**src/rtl/axil_mem_pkg.sv**
```systemverilog
// axil_mem_pkg: shared definitions for the AXI4-Lite memory controller.
//   - AXI response codes (OKAY / SLVERR)
//   - write and read channel state enums
//   - byte-address to word-index helper and address-legality helper
// Build option: AXIL_ADDR_CHECK_EN (used by the importing modules).
package axil_mem_pkg;

  localparam logic [1:0] RESP_OKAY   = 2'b00;
  localparam logic [1:0] RESP_SLVERR = 2'b10;

  typedef enum logic [2:0] {
    WR_IDLE,
    WR_HAVE_AW,
    WR_HAVE_W,
    WR_COMMIT,
    WR_RESP
  } wr_state_t;

  typedef enum logic [1:0] {
    RD_IDLE,
    RD_ISSUE,
    RD_RESP
  } rd_state_t;

  // Drops the byte-offset bits; callers size-cast the result to their
  // word-index width, which is where upper-bit aliasing happens.
  function automatic logic [63:0] word_index(input logic [63:0] byte_addr,
                                             input int unsigned off_bits);
    return byte_addr >> off_bits;
  endfunction

  // True for an address past the end of the memory or not word aligned.
  function automatic logic addr_bad(input logic [63:0] byte_addr,
                                    input logic [63:0] limit_bytes,
                                    input logic [63:0] align_mask);
    return (byte_addr >= limit_bytes) || ((byte_addr & align_mask) != 64'd0);
  endfunction

endpackage

```
**src/rtl/axil_mem_wr_chan.sv**
```systemverilog
// axil_mem_wr_chan: AXI4-Lite write channel sequencer.
// Accepts AW and W in either order (or together), issues one memory write
// strobe with the captured index/strobe/data, then returns a B response.
// Ports:
//   clk, reset                      clock, synchronous active-high reset
//   s_aw*, s_w*, s_b*               AXI4-Lite write address/data/response
//   mem_wen/mem_waddr/mem_wstrb/mem_wdata   memory write port
// Build option: AXIL_ADDR_CHECK_EN -> out-of-range or misaligned writes
// are suppressed and answered with SLVERR; otherwise addresses alias.
import axil_mem_pkg::*;

module axil_mem_wr_chan #(
  parameter int dataWidth    = 32,
  parameter int dataDepth    = 64,
  parameter int axiAddrWidth = 32
) (
  input  logic                         clk,
  input  logic                         reset,
  input  logic [axiAddrWidth-1:0]      s_awaddr,
  input  logic                         s_awvalid,
  output logic                         s_awready,
  input  logic [dataWidth-1:0]         s_wdata,
  input  logic [dataWidth/8-1:0]       s_wstrb,
  input  logic                         s_wvalid,
  output logic                         s_wready,
  output logic [1:0]                   s_bresp,
  output logic                         s_bvalid,
  input  logic                         s_bready,
  output logic                         mem_wen,
  output logic [$clog2(dataDepth)-1:0] mem_waddr,
  output logic [dataWidth/8-1:0]       mem_wstrb,
  output logic [dataWidth-1:0]         mem_wdata
);

  localparam int          strbWidth = dataWidth / 8;
  localparam int          addrWidth = $clog2(dataDepth);
  localparam int unsigned offBits   = $clog2(strbWidth);

  wr_state_t              state_q, state_d;
  logic [addrWidth-1:0]   waddr_q, waddr_d;
  logic [strbWidth-1:0]   wstrb_q, wstrb_d;
  logic [dataWidth-1:0]   wdata_q, wdata_d;
  logic                   err_q, err_d;
  logic                   aw_hs, w_hs, aw_err;

`ifdef AXIL_ADDR_CHECK_EN
  assign aw_err = addr_bad(64'(s_awaddr), 64'(dataDepth * strbWidth), 64'(strbWidth - 1));
`else
  assign aw_err = 1'b0;
`endif

  // READY depends only on state, never on VALID.
  assign s_awready = (state_q == WR_IDLE) || (state_q == WR_HAVE_W);
  assign s_wready  = (state_q == WR_IDLE) || (state_q == WR_HAVE_AW);
  assign aw_hs     = s_awvalid && s_awready;
  assign w_hs      = s_wvalid && s_wready;

  always_comb begin
    state_d = state_q;
    waddr_d = waddr_q;
    wstrb_d = wstrb_q;
    wdata_d = wdata_q;
    err_d   = err_q;
    case (state_q)
      WR_IDLE: begin
        if (aw_hs && w_hs)  state_d = WR_COMMIT;
        else if (aw_hs)     state_d = WR_HAVE_AW;
        else if (w_hs)      state_d = WR_HAVE_W;
      end
      WR_HAVE_AW: if (w_hs)     state_d = WR_COMMIT;
      WR_HAVE_W:  if (aw_hs)    state_d = WR_COMMIT;
      WR_COMMIT:                state_d = WR_RESP;
      WR_RESP:    if (s_bready) state_d = WR_IDLE;
      default:                  state_d = WR_IDLE;
    endcase
    if (aw_hs) begin
      waddr_d = addrWidth'(word_index(64'(s_awaddr), offBits));
      err_d   = aw_err;
    end
    if (w_hs) begin
      wstrb_d = s_wstrb;
      wdata_d = s_wdata;
    end
  end

  always_ff @(posedge clk) begin
    if (reset) begin
      state_q <= WR_IDLE;
      waddr_q <= '0;
      wstrb_q <= '0;
      wdata_q <= '0;
      err_q   <= 1'b0;
    end else begin
      state_q <= state_d;
      waddr_q <= waddr_d;
      wstrb_q <= wstrb_d;
      wdata_q <= wdata_d;
      err_q   <= err_d;
    end
  end

  assign mem_wen   = (state_q == WR_COMMIT) && !err_q;
  assign mem_waddr = waddr_q;
  assign mem_wstrb = wstrb_q;
  assign mem_wdata = wdata_q;
  assign s_bvalid  = (state_q == WR_RESP);
  assign s_bresp   = err_q ? RESP_SLVERR : RESP_OKAY;

endmodule

```
**src/rtl/axil_mem_ctrl.sv**
```systemverilog
// axil_mem_ctrl: AXI4-Lite slave front end for a word memory with a
// byte-strobed write port and a 1-cycle registered read port.
// Write and read channels run independently; each allows one outstanding
// transaction and pulses its memory strobe for exactly one cycle.
// Ports:
//   clk, reset                      clock, synchronous active-high reset
//   s_aw*/s_w*/s_b*                 AXI4-Lite write channels
//   s_ar*/s_r*                      AXI4-Lite read channels
//   mem_w*                          memory write port
//   mem_ren/mem_raddr/mem_rdata     memory read port (rdata registered)
// Build option: AXIL_ADDR_CHECK_EN -> out-of-range or misaligned accesses
// get SLVERR with no memory strobe (read data forced to 0).
import axil_mem_pkg::*;

module axil_mem_ctrl #(
  parameter int dataWidth    = 32,
  parameter int dataDepth    = 64,
  parameter int axiAddrWidth = 32
) (
  input  logic                         clk,
  input  logic                         reset,
  input  logic [axiAddrWidth-1:0]      s_awaddr,
  input  logic                         s_awvalid,
  output logic                         s_awready,
  input  logic [dataWidth-1:0]         s_wdata,
  input  logic [dataWidth/8-1:0]       s_wstrb,
  input  logic                         s_wvalid,
  output logic                         s_wready,
  output logic [1:0]                   s_bresp,
  output logic                         s_bvalid,
  input  logic                         s_bready,
  input  logic [axiAddrWidth-1:0]      s_araddr,
  input  logic                         s_arvalid,
  output logic                         s_arready,
  output logic [dataWidth-1:0]         s_rdata,
  output logic [1:0]                   s_rresp,
  output logic                         s_rvalid,
  input  logic                         s_rready,
  output logic                         mem_wen,
  output logic [$clog2(dataDepth)-1:0] mem_waddr,
  output logic [dataWidth/8-1:0]       mem_wstrb,
  output logic [dataWidth-1:0]         mem_wdata,
  output logic                         mem_ren,
  output logic [$clog2(dataDepth)-1:0] mem_raddr,
  input  logic [dataWidth-1:0]         mem_rdata
);

  localparam int          strbWidth = dataWidth / 8;
  localparam int          addrWidth = $clog2(dataDepth);
  localparam int unsigned offBits   = $clog2(strbWidth);

  axil_mem_wr_chan #(
    .dataWidth   (dataWidth),
    .dataDepth   (dataDepth),
    .axiAddrWidth(axiAddrWidth)
  ) u_wr_chan (
    .clk      (clk),
    .reset    (reset),
    .s_awaddr (s_awaddr),
    .s_awvalid(s_awvalid),
    .s_awready(s_awready),
    .s_wdata  (s_wdata),
    .s_wstrb  (s_wstrb),
    .s_wvalid (s_wvalid),
    .s_wready (s_wready),
    .s_bresp  (s_bresp),
    .s_bvalid (s_bvalid),
    .s_bready (s_bready),
    .mem_wen  (mem_wen),
    .mem_waddr(mem_waddr),
    .mem_wstrb(mem_wstrb),
    .mem_wdata(mem_wdata)
  );

  rd_state_t            rd_state_q, rd_state_d;
  logic [addrWidth-1:0] raddr_q, raddr_d;
  logic                 rerr_q, rerr_d;
  logic                 ar_hs, ar_err;

`ifdef AXIL_ADDR_CHECK_EN
  assign ar_err = addr_bad(64'(s_araddr), 64'(dataDepth * strbWidth), 64'(strbWidth - 1));
`else
  assign ar_err = 1'b0;
`endif

  assign s_arready = (rd_state_q == RD_IDLE);
  assign ar_hs     = s_arvalid && s_arready;

  always_comb begin
    rd_state_d = rd_state_q;
    raddr_d    = raddr_q;
    rerr_d     = rerr_q;
    case (rd_state_q)
      RD_IDLE: begin
        if (ar_hs) begin
          rd_state_d = RD_ISSUE;
          raddr_d    = addrWidth'(word_index(64'(s_araddr), offBits));
          rerr_d     = ar_err;
        end
      end
      RD_ISSUE:               rd_state_d = RD_RESP;
      RD_RESP: if (s_rready)  rd_state_d = RD_IDLE;
      default:                rd_state_d = RD_IDLE;
    endcase
  end

  always_ff @(posedge clk) begin
    if (reset) begin
      rd_state_q <= RD_IDLE;
      raddr_q    <= '0;
      rerr_q     <= 1'b0;
    end else begin
      rd_state_q <= rd_state_d;
      raddr_q    <= raddr_d;
      rerr_q     <= rerr_d;
    end
  end

  assign mem_ren   = (rd_state_q == RD_ISSUE) && !rerr_q;
  assign mem_raddr = raddr_q;
  assign s_rvalid  = (rd_state_q == RD_RESP);
  assign s_rresp   = rerr_q ? RESP_SLVERR : RESP_OKAY;
  // Memory output register holds its value while mem_ren stays low, so
  // passing it straight through keeps RDATA stable under backpressure.
  assign s_rdata   = rerr_q ? '0 : mem_rdata;

endmodule

```
**config.mk**
```make
export PLATFORM = sky130hd
export DESIGN_NAME = axil_mem_ctrl
export DESIGN_NICKNAME = d
export VERILOG_FILES = /design/src/rtl/axil_mem_pkg.sv /design/src/rtl/axil_mem_wr_chan.sv /design/src/rtl/axil_mem_ctrl.sv
export SDC_FILE = /design/constraint.sdc
export NUM_CORES = 1
export LEC_CHECK = 0
export BUFFER_PORTS_ARGS = -buffer_cell sky130_fd_sc_hd__buf_2
export CAP_MARGIN = 15
export CORE_AREA = 2 2 94 96
export DETAILED_ROUTE_END_ITERATION = 6
export DIE_AREA = 0 0 96 98
export PLACE_DENSITY = 0.74
export SLEW_MARGIN = 25
export SYNTH_ARGS = -nofsm -noshare
export SYNTH_HDL_FRONTEND = slang
export SYNTH_HIERARCHICAL = 1
export SYNTH_SLANG_ARGS = --single-unit
```
**constraint.sdc**
```tcl
create_clock -name clk -period 1.1 [get_ports clk]
set_input_delay 0.22 -clock clk [delete_from_list [all_inputs] [get_ports clk]]
set_output_delay 0.22 -clock clk [all_outputs]
set_load 0.1 [all_outputs]
```
After elaboration in Yosys (flattened, before gate mapping). Cells that the tools add are included.

Bits in registers: 53. Bits of input ports: 139. Logic and storage cells: 39. Output and inout port bits: 91.

Muxes and demuxes: 10. Reduce and logical (&&, ||, !) cells: 11. Eq/ne operators: 12.

Operators by type and width (number): $mux W3 (6); $pmux W3 S5 (1); $ne A2 B1 Y1 const B (5); $eq A3 B2 Y1 const B (2); $pmux W2 S3 (1); $logic_and A1 B1 Y1 (4); $mux W2 (2); $ne A4 B2 Y1 const B (1); $reduce_and A2 Y1 (2); $reduce_and A4 Y1 (1); $eq A3 B1 Y1 const B (1); $eq A3 B3 Y1 const B (1); $logic_not A3 Y1 (1); $eq A2 B1 Y1 const B (1); $eq A2 B2 Y1 const B (1); $logic_not A2 Y1 (1); $logic_or A1 B1 Y1 (2).

Logic depth before layout (Yosys ltp).
Depth after elaboration: 7. Mapped depth: 5. Gate-level depth less buffers: 2.

Hierarchy. The synthesis kept the hierarchy.

Modules (own cells, without submodules): axil_mem_wr_chan (area each 2219.6 um^2, instances 1, cells each 203); axil_mem_ctrl (area each 623.1 um^2, instances 1, cells each 70).

Worst setup path before layout. No wires, ideal clock.

Path type: register to register. Start point: register u_wr_chan.state_q[2]. End point: register u_wr_chan.state_q[2]. Path slack: -1.893 ns. Required time: 1.026 ns. Buffers on the path: 1. Data arrival time: 2.919 ns. Setup time: 0.074 ns. Cell stages (with the launch flop): 4. Path through: dfxtp_1 > buf_6 > nor3b_1 > o2bb2ai_1.

Elaborated cells on any way between the ends: 18. Classes of those cells: eq/ne (8); mux (3); reduce/logical (7).

RTL lines: start: declaration (RTL line axil_mem_wr_chan.sv:39) `wr_state_t state_q, state_d;`; start signal: assignment (RTL line axil_mem_wr_chan.sv:94) `state_q <= state_d;`; $eq A3 B3 Y1 (*); net s_bvalid (RTL line axil_mem_ctrl.sv:30) `output logic s_bvalid,`; $ne A2 B1 Y1 (no line); $reduce_and A4 Y1 (no line).

Mark *: on every way through the listed nets, which the timed path passes. The rest lies on a longest branch. A chain may end at the register's enable or synchronous reset.

Final worst setup path.
Start point: register u_wr_chan.state_q[1]. End point: output s_bvalid.

Word-level cells in the longest chain between the ends: 1.

Ends and longest elaborated chain: $eq A3 B3 Y1 (RTL line axil_mem_wr_chan.sv:106) `assign s_bvalid = (state_q == WR_RESP);`; end: declaration (RTL line axil_mem_ctrl.sv:30).

No other way between the ends.

==> results.md <==
Floorplanning:
- Pin placement for this block handled 230 I/O pins.
- The initial utilization of the core area, before any placement, comes to 33.6%.
- The die covers 0.00941 mm^2.
- The chip width is 96 um.
- The floorplan core area is 0.00847 mm^2.
- The height of the die is 98 um.
- The number of placement rows is 34.

Status:
- The flow ran to the end, but the final reports show violations.
- The final reports fail on negative setup slack.

STA:
- Setup repair after global routing could not meet its margin everywhere.
- Setup violations remaining at the end of the flow were counted as 50.
- The post-route setup TNS is -8.79 ns.
- The final hold violation count is 0.
- Across all setup checks in the final design, the least slack found is -0.345 ns.
- The ratio of final minimum period to clock period is 131%.
- The max-slew violation count is 0.
- Counting I/O delays and the setup requirement, the final critical path takes 1.45 ns.
- Across the routed clock network, the largest skew measured is 0.00811 ns.
- The maximum clock rate is 692 MHz.

Global route:
- The total global-route track usage is 13.9%.
- The number of global-route vias before repair is 2200.
- Global routing used 24.0% of the available met2 tracks.
- The global-route track usage on met3 is 3.16%.
- The number of antenna violations at the first check in global routing is 0.
- The most heavily used metal layer in global routing is met2.
- In the global route stage, met1 resource usage came out at 16.6%.
- The global-route wire length before repair is 10.4 mm.
- The maximum number of pins on one net before global-route repair is 43.
- Global routing finished with a remaining overflow of 0.

Synth:
- Counting flops with an async set or reset pin after synthesis yields a share of 0%.
- After synthesis, the most frequently instantiated cells are 53 x sky130_fd_sc_hd__dfxtp_1, 52 x sky130_fd_sc_hd__nand2b_1, 48 x sky130_fd_sc_hd__mux2i_1.
- The mean instance size in the synthesized netlist is 10.4 um^2.
- The synthesis warning total is 6.
- The area share of the largest cell type after synthesis is 37.3%.
- The library cell occupying the most area in the post-synthesis netlist is sky130_fd_sc_hd__dfxtp_1.
- The post-synthesis cell type count is 21.
- The library cell with the highest instance count after synthesis is sky130_fd_sc_hd__dfxtp_1.
- In the synthesized netlist, the number of instances is 273.
- The flip-flop cell with the highest count after synthesis is sky130_fd_sc_hd__dfxtp_1.
- The number of enable flip-flop cells after synthesis is 0.
- The share of the Yosys chip area taken by registers is 37.3%.
- The register bit count reported by yosys is 53.
- By area the synthesized netlist is led by sky130_fd_sc_hd__dfxtp_1 37%, sky130_fd_sc_hd__mux2i_1 17%, sky130_fd_sc_hd__nand2b_1 11%.
- The cell area after synthesis is 0.00284 mm^2.

Drt:
- The first routing iteration left 19 violations.
- The detail route stage leaves a number of antenna-violating nets equal to 0.
- The residual DRC count is 0.
- The number of search-and-repair iterations in the first detailed-routing pass is 3.
- The detailed-route vias per instance is 4.40.
- Wires add up to 6.42 mm.
- The total number of vias is 2097.
- In the final routed layout, each cell accounts on average for 13.5 um.

Worst setup path:
- The data arrival time of the worst path is 1.23 ns.
- The kind of start point of the critical path is a register.
- The standard cell with the maximum stage delay on the critical path is sky130_fd_sc_hd__dfxtp_4.
- STA classifies the critical path endpoint as a primary output.
- The launch instance of the worst register-to-register path is u_wr_chan/state_q[1].
- The critical path start-end classification is reg -> out.
- At the worst endpoint, the required time is 0.88 ns.
- For this run, the slowest stage of the critical path takes 0.36 ns.
- In this run the worst setup path begins at u_wr_chan/state_q[1].
- The largest driver fanout on the critical path is 2.
- The critical path goes through buf_6 > nor3b_4 > buf_12.

Clocking:
- The clock sink total is 53.
- Counting the buffers created by CTS gives 5.
- The number of buffers added to fix hold violations after cts is 0.
- The cell sitting at the root of the clock tree is a sky130_fd_sc_hd__clkbuf_8.
- After clock tree synthesis, the clock-pin slew on the worst setup and hold paths is 0.10 ns.
- For the worst-skew pair, the clock arrives at the later sink with an insertion delay of 0.30 ns.
- Counting along the longest clock path gives a buffer depth of 2.
- The CTS tree is yes.
- The CTS H-tree depth is 2.

Place:
- The setup slack after placement is -0.114 ns.
- The estimated wirelength of the detail-placed design is 4.59 mm.
- The count of buffers inserted at the top-level ports is 109.
- The final RePlAce weighted congestion is 0.726.

Worst hold path:
- The worst hold path begins at s_wdata[26].
- In this run the worst hold path is classified as in -> reg.

Layout:
- At the end of the flow, the number of nets in the layout was 507.
- The antenna cell count is 0.
- The share of cells above drive strength 1 is 71.0%.
- At the end of the flow the core is filled with cells to 54.1%.
- The area growth from synthesis to layout is 61.0%.

Flow run:
- The count of maximum capacitance violations is 0.

Pwr:
- For this design the ratio of total power to cell area is 1310 mW/mm^2.
- The peak supply drop is 0.645 mV.
- The leakage power of the design is 0.00195 uW.
[logic make-up after synthesis]
logic type	count (synthesis)	share of synthesized area (%)
multiplexers	48	16.9
buffers and inverters	53	14.5
AO/OA/AOI/OAI	4	1.19
other	2	0.264
AND/OR/NAND/NOR	113	29.8
flip-flops	53	37.3
[per-layer routing]
metal,vias up,wire [um]
li1,1018,-
met4,0,117
met1,986,2530
met3,21,348
met5,-,0
met2,72,3420
[report_power, final]
| group | switching [uW] | internal [uW] | leakage (uW) |
|---|---|---|---|
| sequential | 168 | 2090 | 0.000459 |
| clock | 637 | 444 | 0.0000450 |
| combinational | 1550 | 1090 | 0.00145 |
[registers in the layout (all words and copies together), names as in the netlist]
name	flops
mem_raddr	6
rd_state_q	2
u_wr_chan/mem_waddr	6
u_wr_chan/mem_wdata	32
u_wr_chan/mem_wstrb	4
u_wr_chan/state_q	3
[final cells by class]
type / count / area, um^2
Fill cell: 704 / 3890
Timing Repair Buffer: 138 / 1740
Multi-Input combinational cell: 169 / 1470
Sequential cell: 53 / 1150
Tap cell: 108 / 135
Clock buffer: 6 / 72.6
Clock inverter: 2 / 10.0
Inverter: 1 / 3.75
[layout by cell type (no fill, tap or decap)]
cell and instances:
sky130_fd_sc_hd__and2b_1 1, sky130_fd_sc_hd__o21ba_1 1, sky130_fd_sc_hd__buf_4 12, sky130_fd_sc_hd__buf_2 54, sky130_fd_sc_hd__clkbuf_8 5, sky130_fd_sc_hd__conb_1 4
sky130_fd_sc_hd__nor2b_4 2, sky130_fd_sc_hd__nand3b_1 1, sky130_fd_sc_hd__clkbuf_1 1, sky130_fd_sc_hd__nand2b_4 1, sky130_fd_sc_hd__a211oi_2 2, sky130_fd_sc_hd__clkinv_2 2
sky130_fd_sc_hd__mux2i_2 3, sky130_fd_sc_hd__dfxtp_2 44, sky130_fd_sc_hd__o2bb2ai_1 1, sky130_fd_sc_hd__dfxtp_4 9, sky130_fd_sc_hd__buf_8 3, sky130_fd_sc_hd__nand2b_2 12
sky130_fd_sc_hd__nor3b_4 4, sky130_fd_sc_hd__buf_12 60, sky130_fd_sc_hd__nor3b_1 1, sky130_fd_sc_hd__nor2_1 1, sky130_fd_sc_hd__buf_16 2, sky130_fd_sc_hd__buf_6 7
sky130_fd_sc_hd__nor2_4 3, sky130_fd_sc_hd__or2b_2 36, sky130_fd_sc_hd__mux2i_1 45, sky130_fd_sc_hd__inv_2 1, sky130_fd_sc_hd__nand2b_1 51
[metrics by stage]
step	std cells	power (uW)	area (um^2)	hold WS (ns)
4_1_cts	475	6030	4510	0.147
3_3_place_gp	455	4730	4220	0.441
2_1_floorplan	275	4430	2960	0.367
3_5_place_dp	455	4770	4220	0.441
5_1_grt	477	6220	4580	0.160
6_report	477	5980	4580	0.156
[worst max-delay path, delay by kind of cell (launching register included)]
family,cells,cell delay [ns]
buffers and inverters,2,0.32
and+or+nand+nor,1,0.24
DFF,1,0.36
[worst paths after layout]
kind,endpoint,slack (ns),cells past startpoint
min,u_wr_chan/mem_wdata[26],0.16,3
max,s_bvalid,-0.35,3
max reg2reg,u_wr_chan/mem_wdata[19],-0.25,6
min reg2reg,u_wr_chan/mem_wdata[10],0.49,2
[repair_timing]
item	in CTS	in global routing
gates resized for setup	22	16
setup endpoints to repair	49	76
pin swaps	4	4
gates cloned	4	0
setup buffers	8	5
Power figures use the tool's default switching activity.
